**config.mk**
```make
export PLATFORM = sky130hd
export DESIGN_NAME = alu_mul_seq
export DESIGN_NICKNAME = d
export VERILOG_FILES = /design/src/rtl/alu_pkg.sv /design/src/rtl/alu_mul_seq.sv
export SDC_FILE = /design/constraint.sdc
export NUM_CORES = 1
export LEC_CHECK = 0
export CAP_MARGIN = 25
export CORE_ASPECT_RATIO = 0.6
export CORE_MARGIN = 2
export CORE_UTILIZATION = 50
export DETAILED_ROUTE_END_ITERATION = 8
export DONT_BUFFER_PORTS = 1
export MAX_ROUTING_LAYER = met4
export PLACE_DENSITY = 0.77
export SLEW_MARGIN = 10
export SYNTH_ARGS = -nofsm -noshare
export SYNTH_HDL_FRONTEND = slang
export SYNTH_SLANG_ARGS = --single-unit
export TNS_END_PERCENT = 50
```
**constraint.sdc**
```tcl
create_clock -name clk -period 4.5 [get_ports clk]
set_clock_uncertainty 0.15 [all_clocks]
set_input_delay 0.9 -clock clk [delete_from_list [all_inputs] [get_ports clk]]
set_output_delay 0.9 -clock clk [all_outputs]
set_load 0.005 [all_outputs]
```
**src/rtl/alu_pkg.sv**
```systemverilog
// Shared ALU definitions: control codes, multiplier FSM states, default width.
package alu_pkg;

  localparam logic [3:0] ALU_ADD = 4'b0000;
  localparam logic [3:0] ALU_SUB = 4'b1000;
  localparam logic [3:0] ALU_MUL = 4'b1100;

  localparam int MUL_WIDTH = 32;

  typedef enum logic [1:0] {
    IDLE = 2'd0,
    RUN  = 2'd1,
    DONE = 2'd2
  } mul_state_t;

endpackage

```
**src/rtl/alu_mul_seq.sv**
```systemverilog
// Sequential shift-add multiplier beside the execute-stage ALU.
// Returns the low WIDTH bits of src_a*src_b and stalls the datapath until ready.
//
// state | meaning
// IDLE  | waiting for a MUL request; stall follows the request combinationally
// RUN   | one shift-add step per cycle; stall held high
// DONE  | done pulse, result valid; stall low so the PC advances this edge
module alu_mul_seq
  import alu_pkg::*;
#(
  parameter int          WIDTH      = MUL_WIDTH,
  parameter logic [3:0]  MUL_CODE   = ALU_MUL,
  parameter int          EARLY_TERM = 1
) (
  input  logic             clk,
  input  logic             rst,
  input  logic             start,
  input  logic [3:0]       alu_control,
  input  logic [WIDTH-1:0] src_a,
  input  logic [WIDTH-1:0] src_b,
  input  logic             kill,
  output logic             stall,
  output logic             busy,
  output logic             done,
  output logic [WIDTH-1:0] result
);

  localparam int CW = $clog2(WIDTH) + 1;

  mul_state_t state, state_next;

  logic [WIDTH-1:0] acc, mcand, mplier;
  logic [CW-1:0]    cnt;

  logic [WIDTH-1:0] acc_next, mplier_shift;
  logic             req, accept, zero_skip, last, finish;

  assign req          = start && (alu_control == MUL_CODE);
  assign acc_next     = mplier[0] ? (acc + mcand) : acc;
  assign mplier_shift = mplier >> 1;
  // Early exit looks at the multiplier after this cycle's shift, so a
  // multiplier whose top set bit is at index i takes exactly i+1 steps.
  assign last         = (cnt == CW'(WIDTH - 1)) ||
                        ((EARLY_TERM != 0) && (mplier_shift == '0));
  assign zero_skip    = (EARLY_TERM != 0) && (src_b == '0);

  // State register.
  always_ff @(posedge clk or posedge rst) begin
    if (rst) state <= IDLE;
    else     state <= state_next;
  end

  // Next-state decode and handshake outputs; kill outranks the RUN exit.
  always_comb begin
    state_next = state;
    accept     = 1'b0;
    finish     = 1'b0;
    case (state)
      IDLE: begin
        if (req) begin
          accept     = 1'b1;
          state_next = zero_skip ? DONE : RUN;
        end
      end
      RUN: begin
        if (kill) begin
          state_next = IDLE;
        end else if (last) begin
          finish     = 1'b1;
          state_next = DONE;
        end
      end
      DONE:    state_next = IDLE;
      default: state_next = IDLE;
    endcase
  end

  assign stall = accept || (state == RUN);
  assign busy  = (state != IDLE);
  assign done  = (state == DONE);

  // Shift-add datapath; result only moves on a completing edge.
  always_ff @(posedge clk or posedge rst) begin
    if (rst) begin
      acc    <= '0;
      mcand  <= '0;
      mplier <= '0;
      cnt    <= '0;
      result <= '0;
    end else if (accept) begin
      acc    <= '0;
      mcand  <= src_a;
      mplier <= src_b;
      cnt    <= '0;
      if (zero_skip) result <= '0;
    end else if ((state == RUN) && !kill) begin
      acc    <= acc_next;
      mcand  <= mcand << 1;
      mplier <= mplier_shift;
      cnt    <= cnt + CW'(1);
      if (finish) result <= acc_next;
    end
  end

endmodule
```
==> results.yml, run 1 <==
drt:
  dr.first_iter.drc_count: 614
  wl_per_cell_um: 19.2
  vias: 6367
  ant_nets: 0
  drc: 0
  wl_um: 20200
  dr.pass1.iters: 5
  avgViaCountPerCell: 6.08
final_layout:
  fin_nets: 941
  final_cell_mix: "nand2_1 (221), dfrtp_1 (135), a22oi_1 (54), a21oi_1 (54), o21ai_0 (39)"
  drive_gt1_share_pct: 7.89
  fill_cells: 1279
  final_util_pct: 57.4
  instances_no_fill: 1048
  mostFrequentLayoutCell: "nand2_1"
  areaGrowthSynthToFinish_pct: 11.0
  design_area_mm2: 0.00840
critical_path:
  cp_cell_sequence: "ha_1, fa_1, a211oi_1, nor2_1, a211oi_1, o211ai_2, nand2_2, a31oi_4, a31oi_1, o2bb2ai_1, xnor2_1, mux2i_1, o31ai_1"
  crit_type: "reg -> reg"
  r2r-start: "mcand[0]$_DFFE_PP0P_"
  crit_arrival_ns: 3.70
  critPathRequiredTime_ns: 4.67
  reg2reg_depth: 13
  critPathCaptureType: "register"
  slowest_delay_ns: 0.45
  start_kind: "register"
  cp_slowest_cell: "a211oi_1"
  cp_common_cell: "a211oi_1"
  worst-path-buf-inv: 0
  rrSetupSlack_ns: 0.97
  crit_fanout: 3
  crit_family: "compound AO/OA/AOI/OAI gates"
  r2r_end: "result[28]$_DFFE_PP0P_"
power:
  leakage_nw: 3.87
  p_per_area_mw_per_mm2: 542
  max-vdd-ir-drop_mv: 0.230
synthesis:
  syn_inst: 851
  ys_types: 61
  syn_avg_cell_area_um2: 8.89
  synth_seq_area_share_pct: 45.0
  ys_async_sr_fraction_pct: 100
  synth-warning-count: 0
  syn_area_mm2: 0.00756
  ys.flop_type: "dfrtp_1"
  synth_seq_cells: 136
  synth-edff-count: 0
  syn_nets: 956
run_status:
  status: "finished clean"
placement:
  place_inst: 1015
  dpl-instance-area_mm2: 0.00779
  gp_congestion: 0.900
  dpl.hpwl_um: 13700
  pre_cts_ws_ns: 1.06
  port_buffers: 0
cts:
  postCtsHoldBufs: 0
  clk_latency_ns: 0.42
  cts_buffers: 17
  post-cts-setup-buffer-count: 0
  clock_path_buffers: 2
  clock-sinks: 136
  cts_resized: 0
  tritoncts: "yes"
  htree_levels: 4
  clk_pin_slew_worst_paths_ns: 0.06
  cts_root_buf: "clkbuf_16"
sta:
  setup_viol: 0
  worst_pin_slew_ns: 0.885
  hold_viol_final: 0
  drv_slew: 0
  fmax_mhz: 283
  tns_ns: 0
  rsz0062_at_grt: "false"
  timing.final.ws_setup_ns: 0.970
  fin_crit_sh_pct: 78.5
  max-slew-margin-rel_pct: 41.0
  min_period_ns: 3.53
global_route:
  grt_max_degree: 78
  grt_pass1_wl_um: 32800
  grt_usage_pct: 26.7
  grt_pass1_vias: 6128
  antenna_found_initial: 1
  grt_overflow: 0
die:
  io_pins: 107
  start_util_pct: 51.7
  fp-row-count: 34
  die_h_um: 99.3
  die-area_mm2: 0.0162
  core_mm2: 0.0146
  die_x_um: 163
hold_path:
  hold_class: "in -> async"
flow_run:
  cap_violations: 0
-- per-layer routing --
layer,track usage [%],part of all wire (%),vias to the layer above
met2,35.5,41,272
met3,7.09,9.2,22
met5,-,0,-
met1,39.6,48,3067
li1,-,-,3006
met4,7.76,1.4,0
-- logic make-up (layout without fill, tap and decap cells) --
family                     count (synthesis)  in the layout  synth area share [%]
muxes                                     27             27                  3.67
DFF                                      136            136                  45.0
other                                      0              1                     0
AOI/OAI and AO/OA                        220            220                  19.4
and+or+nand+nor                          345            345                  19.9
buffers and inverters                     59             57                  2.96
adders and majority gates                 33             33                  5.56
xor gates and xnor gates                  31             31                  3.59
-- area by class of cell --
class	instances	area (um2)	share of cell area, %
multi-input combinational	656	3970	47.2
sequential	136	3400	40.5
clock buffer	18	429	5.11
tap	198	248	2.95
clock inverter	14	174	2.07
timing repair buffer	12	123	1.46
inverter	13	52.6	0.626
antenna	1	2.50	0.0298
-- metrics by stage --
| step | total power [mW] | hold slack [ns] |
|---|---|---|
| finish | 4.55 | 0.231 |
| global route | 4.82 | 0.262 |
| CTS | 4.53 | 0.236 |
| detailed placement | 3.08 | 0.338 |
| global placement | 3.03 | 0.334 |
| floorplan | 2.74 | 0.310 |
-- worst register-to-register path: stages, from the launching register on --
cell,delay [ns]
dfrtp_1,0.41
ha_1,0.23
fa_1,0.42
a211oi_1,0.29
nor2_1,0.11
a211oi_1,0.45
o211ai_2,0.22
nand2_2,0.15
a31oi_4,0.11
a31oi_1,0.24
o2bb2ai_1,0.16
xnor2_1,0.16
mux2i_1,0.10
o31ai_1,0.24
-- worst max-delay path by stage --
stage | start | end | cells after the start
after floorplan | acc[0]$_DFFE_PP0P_ | result[28]$_DFFE_PP0P_ | 13
after global placement | acc[0]$_DFFE_PP0P_ | result[28]$_DFFE_PP0P_ | 13
after detailed placement | acc[0]$_DFFE_PP0P_ | result[28]$_DFFE_PP0P_ | 13
after CTS | acc[0]$_DFFE_PP0P_ | result[28]$_DFFE_PP0P_ | 13
after global routing | mcand[0]$_DFFE_PP0P_ | result[28]$_DFFE_PP0P_ | 13
final | mcand[0]$_DFFE_PP0P_ | result[28]$_DFFE_PP0P_ | 13
-- cells in the mapped netlist, drive strengths merged, types with 3 or more instances --
master    n  area, um2
o21ai    48        252
a31oi    12        105
and3      4       25.0
o22ai     3       25.0
xor2     11       96.3
ha       32        400
a22oi    54        405
nor3b     4       30.0
nand3    16       80.1
o31ai     6       50.1
nor3      7       35.0
buf      10       40.0
nor2     39        146
inv      13       48.8
o211ai    5       47.5
nand4    11       68.8
mux2      6       67.6
a21oi    54        270
nor4     19        119
o21bai    7       52.6
o21a      3       22.5
dfrtp   136       3400
or3       3       23.8
a211oi    9       67.6
a21o      5       37.5
xnor2    20        175
nand3b    3       22.5
clkbuf   36        135
mux2i    21        210
nand2   222        836
nor2b     7       43.8
-- power breakdown --
part           internal (mW)  total (mW)  switching [mW]
clock                  0.876        1.44           0.569
combinational          0.566        1.38           0.819
sequential              1.48        1.72           0.245
total                   2.92        4.55            1.63
-- sequential cells by signal, indices dropped and copies added, names as in the netlist --
register	flops
mplier	32
mcand	32
state	2
result	32
cnt	6
acc	32
Power figures use the tool's default switching activity.
==> run 2, diff against run 1 <==
Settings changed: PLACE_DENSITY 0.77 to 0.74.
Clock period 4.5 ns to 3.4 ns, I/O delays scaled along.
==> results.yml, run 2 (same netlist as run 1, synthesis figures left out) <==
critical_path:
  rrSetupSlack_ns: 0.14
  crit_path_start: "mcand[11]$_DFFE_PP0P_"
  r2r-start: "mcand[11]$_DFFE_PP0P_"
  start_kind: "register"
  r2r_end: "result[30]$_DFFE_PP0P_"
  crit_type: "reg -> reg"
  critPathRequiredTime_ns: 3.54
  crit_fanout: 6
  reg2reg_depth: 13
  critPathCaptureType: "register"
  cp-endpoint: "result[30]$_DFFE_PP0P_"
  crit_arrival_ns: 3.40
drt:
  dr.first_iter.drc_count: 749
  top_layer: "met4"
  wl_um: 20500
  drc: 0
  ant_nets: 0
  vias: 6452
  route.met2.wl_um: 8570
  route.met3.wl_um: 1550
  wl_per_cell_um: 19.5
  wl_met1_um: 10200
  dr.pass1.iters: 5
  avgViaCountPerCell: 6.13
sta:
  timing.final.ws_setup_ns: 0.137
  min_period_ns: 3.26
  drv_slew: 0
  fin_crit_sh_pct: 96.0
  tns_ns: 0
  hold_viol_final: 0
  setup_viol: 0
  max-slew-margin-rel_pct: 42.6
  worst_pin_slew_ns: 0.855
  fmax_mhz: 306
power:
  seq_power_share_pct: 38.9
  p_sw_share_pct: 36.8
  finalPower_mw: 5.94
  max-vdd-ir-drop_mv: 0.383
  p_int_mw: 3.75
  leakage_nw: 3.88
  power_frac_comb_pct: 30.9
  p_per_area_mw_per_mm2: 702
  p_sw_mw: 2.19
  pwr-share-clk_pct: 30.2
global_route:
  grt_pass1_wl_um: 33300
  grt_usage_pct: 27.2
  grt_max_degree: 84
  grt_pass1_vias: 6103
  grt_overflow: 0
  antenna_found_initial: 0
placement:
  port_buffers: 0
  dpl.hpwl_um: 14000
  gp_congestion: 0.894
  place_inst: 1019
  pre_cts_ws_ns: 0.152
cts:
  clk_pin_slew_worst_paths_ns: 0.06
  tritoncts: "yes"
  cts_root_buf: "clkbuf_16"
  post-cts-setup-buffer-count: 0
  clk_latency_ns: 0.42
  clock-sinks: 136
  htree_levels: 4
  cts_buffers: 17
  clock_path_buffers: 2
hold_path:
  hold_class: "in -> reg"
final_layout:
  final_cell_mix: "nand2_1 (221), dfrtp_1 (135), a22oi_1 (54), a21oi_1 (54), o21ai_0 (39)"
  fin_nets: 946
  diodes: 0
  drive_gt1_share_pct: 8.90
  final_util_pct: 57.8
  fill_cells: 1256
  instances_no_fill: 1052
  mostFrequentLayoutCell: "nand2_1"
  areaGrowthSynthToFinish_pct: 11.9
die:
  core_mm2: 0.0146
  die-area_mm2: 0.0162
  die_x_um: 163
  io_pins: 107
  start_util_pct: 51.7
  die_h_um: 99.3
  fp-row-count: 34
flow_run:
  cap_violations: 0
run_status:
  status: "finished clean"
run 2: changes by cell type in the layout (fill, tap and decap cells not counted), sizes merged:
cell / delta
diode: -1
bufinv: -2
dlygate4sd3: +1
clkinv: -2
clkbuf: +1
buf: +4
inv: +1
clkinvlp: +2
run 2: what timing repair did:
action,4_1_cts,5_1_grt
endpoints found under the hold margin,3,0
setup endpoints to repair,0,7
hold buffers,1,0
resized for setup,0,6
run 2: worst max-delay path: stages (launching register included):
cell      delay, ns
dfrtp_1        0.42
ha_2           0.40
nand4_1        0.18
nor3_1         0.21
a211oi_1       0.09
buf_4          0.16
o211ai_4       0.23
nand2_2        0.11
a31oi_4        0.20
a31oi_2        0.13
a2111o_1       0.41
and3_1         0.21
nor2_1         0.14
o21ai_1        0.10
run 2: layout make-up:
class / instances / area (um2) / share of cell area (%)
sequential: 136 / 3400 / 40.2
tap: 198 / 248 / 2.93
multi-input combinational: 656 / 3990 / 47.2
inverter: 13 / 52.6 / 0.621
clock inverter: 13 / 120 / 1.42
clock buffer: 19 / 443 / 5.23
timing repair buffer: 17 / 200 / 2.37
run 2: layer usage:
| layer | vias to the layer above | GRT usage, % |
|---|---|---|
| met5 | - | - |
| met4 | 0 | 6.19 |
| met3 | 20 | 6.59 |
| met2 | 257 | 36.0 |
| met1 | 3160 | 41.6 |
| li1 | 3015 | - |
run 2: power groups by stage:
stage / Sequential (mW) / Combinational [mW] / Clock, mW
CTS: 2.30 / 1.79 / 1.80
detailed placement: 2.33 / 1.77 / 0
global placement: 2.31 / 1.72 / 0
global route: 2.36 / 2.04 / 1.88
finish: 2.31 / 1.83 / 1.79
floorplan: 2.19 / 1.44 / 0
run 2: worst min-delay path by stage:
| stage | slack (ns) | from | endpoint | cells past startpoint |
|---|---|---|---|---|
| floorplan | 0.31 | mplier[9]$_DFFE_PP0P_ | mplier[9]$_DFFE_PP0P_ | 2 |
| global placement | 0.32 | rst | result[3]$_DFFE_PP0P_ | 1 |
| detailed placement | 0.32 | rst | result[3]$_DFFE_PP0P_ | 1 |
| CTS | 0.22 | src_b[31] | mplier[31]$_DFFE_PP0P_ | 2 |
| global route | 0.22 | src_b[26] | mplier[26]$_DFFE_PP0P_ | 2 |
| finish | 0.23 | src_b[31] | mplier[31]$_DFFE_PP0P_ | 2 |
run 2: metrics by stage:
| stage | area [um2] | hold WS [ns] |
|---|---|---|
| after floorplan | 7570 | 0.310 |
| after global placement | 7830 | 0.324 |
| after detailed placement | 7860 | 0.324 |
| after CTS | 8430 | 0.222 |
| after global routing | 8460 | 0.222 |
| final | 8460 | 0.228 |
==> run 3, diff against run 2 <==
Settings changed: CORE_ASPECT_RATIO 0.6 to 0.5.
==> results.yml, run 3 (same netlist as run 1, synthesis figures left out) <==
hold_path:
  hold_class: "in -> async"
power:
  p_per_area_mw_per_mm2: 716
  max-vdd-ir-drop_mv: 0.401
  leakage_nw: 3.92
critical_path:
  crit_fanout: 5
  cp_cell_sequence: "ha_4, nand4_1, nor3_2, a211oi_2, buf_4, o211ai_2, nand2_2, a31oi_4, a31oi_2, a2111o_1, and3_1, o21ai_1, a21oi_1"
  critPathRequiredTime_ns: 3.53
  critPathCaptureType: "register"
  start_kind: "register"
  crit_arrival_ns: 3.37
  crit_type: "reg -> reg"
  cp_slowest_cell: "dfrtp_1"
  slowest_delay_ns: 0.43
run_status:
  status: "finished clean"
drt:
  ant_nets: 0
  dr.first_iter.drc_count: 470
  wl_um: 19500
  avgViaCountPerCell: 5.99
  vias: 6297
  drc: 0
  wl_per_cell_um: 18.6
  dr.pass1.iters: 5
final_layout:
  mostFrequentLayoutCell: "nand2_1"
  design_area_mm2: 0.00857
  final_cell_mix: "nand2_1 (221), dfrtp_1 (135), a22oi_1 (54), a21oi_1 (54), o21ai_0 (39)"
  diodes: 0
  areaGrowthSynthToFinish_pct: 13.3
  final_util_pct: 58.6
  drive_gt1_share_pct: 9.60
  fill_cells: 1215
  fin_nets: 946
placement:
  dpl.hpwl_um: 13500
  pre_cts_ws_ns: 0.0338
  gp_congestion: 0.916
  port_buffers: 0
  dpl-instance-area_mm2: 0.00786
sta:
  fmax_mhz: 309
  setup_viol: 0
  max-slew-margin-rel_pct: 48.7
  timing.final.ws_setup_ns: 0.164
  fin_crit_sh_pct: 95.2
  drv_slew: 0
  hold_viol_final: 0
  whs_ns: 0.0681
  worst_pin_slew_ns: 0.765
  min_period_ns: 3.24
die:
  die_x_um: 178
  core_mm2: 0.0146
  die-area_mm2: 0.0162
  io_pins: 107
  fp-row-count: 31
  start_util_pct: 51.7
  die_h_um: 91.0
cts:
  clock-sinks: 136
  clock_path_buffers: 2
  htree_levels: 4
  cts_buffers: 17
  post-cts-setup-buffer-count: 0
  cts_root_buf: "clkbuf_16"
  tritoncts: "yes"
  clk_pin_slew_worst_paths_ns: 0.06
  clk_latency_ns: 0.42
global_route:
  grt_usage_pct: 26.1
  antenna_found_initial: 0
  grt_pass1_wl_um: 31900
  grt_max_degree: 93
  grt_overflow: 0
  grt_pass1_vias: 6127
flow_run:
  cap_violations: 0
run 3: changes by cell type in the layout (fill, tap and decap cells not counted), sizes merged:
cell	delta
bufinv	+3
clkinvlp	-3
clkinv	+2
clkbuf	-1
inv	-1
buf	+1
dlygate4sd3	-1
run 3: power breakdown:
part,switching (mW),internal (mW)
logic,1.03,0.790
registers,0.350,1.96
clock network,0.754,1.25
run 3: per-layer routing:
layer,GRT usage (%),part of all wire [%],vias up
li1,-,-,3016
met1,34.9,45,3036
met2,37.8,45,209
met3,7.79,7.8,36
met4,9.02,1.9,0
met5,-,0,-
run 3: final cells by class:
type | count | area (um2) | area share [%]
sequential | 136 | 3400 | 39.7
timing repair buffer | 17 | 185 | 2.16
multi-input combinational | 656 | 4040 | 47.2
inverter | 13 | 52.6 | 0.613
clock buffer | 18 | 439 | 5.13
clock inverter | 14 | 196 | 2.29
tap | 198 | 248 | 2.89
run 3: path summary, 6_finish.rpt:
| path | startpoint | end | slack (ns) | cells after the start |
|---|---|---|---|---|
| max | mcand[8]$_DFFE_PP0P_ | acc[30]$_DFFE_PP0P_ | 0.16 | 13 |
| min | rst | result[23]$_DFFE_PP0P_ | 0.07 | 1 |
| max reg2reg | mcand[8]$_DFFE_PP0P_ | acc[30]$_DFFE_PP0P_ | 0.16 | 13 |
| min reg2reg | result[11]$_DFFE_PP0P_ | result[11]$_DFFE_PP0P_ | 0.36 | 2 |
| max in group asynchronous | rst | mplier[9]$_DFFE_PP0P_ | 2.30 | 2 |
| min in group clk | src_a[0] | mcand[0]$_DFFE_PP0P_ | 0.22 | 2 |
run 3: through the flow:
step	total power [mW]	cells	setup TNS, ns
final	6.13	1052	0
after global routing	6.52	1052	-0.0521
after CTS	6.08	1052	0
after detailed placement	4.06	1020	0
after global placement	3.99	1019	0
after floorplan	3.63	851	0
run 3: repair_timing:
item                                    in CTS  in global routing
endpoints found under the setup margin       0                  4
hold buffers                                 0                  0
gates resized for setup                      0                 10
run 3: worst max-delay path, delay by kind of cell (launching register included):
family,cells,cell delay (ns)
AOI/OAI and AO/OA,7,1.31
adders and majority gates,1,0.32
DFF,1,0.43
and+or+nand+nor,4,0.74
buffers and inverters,1,0.15
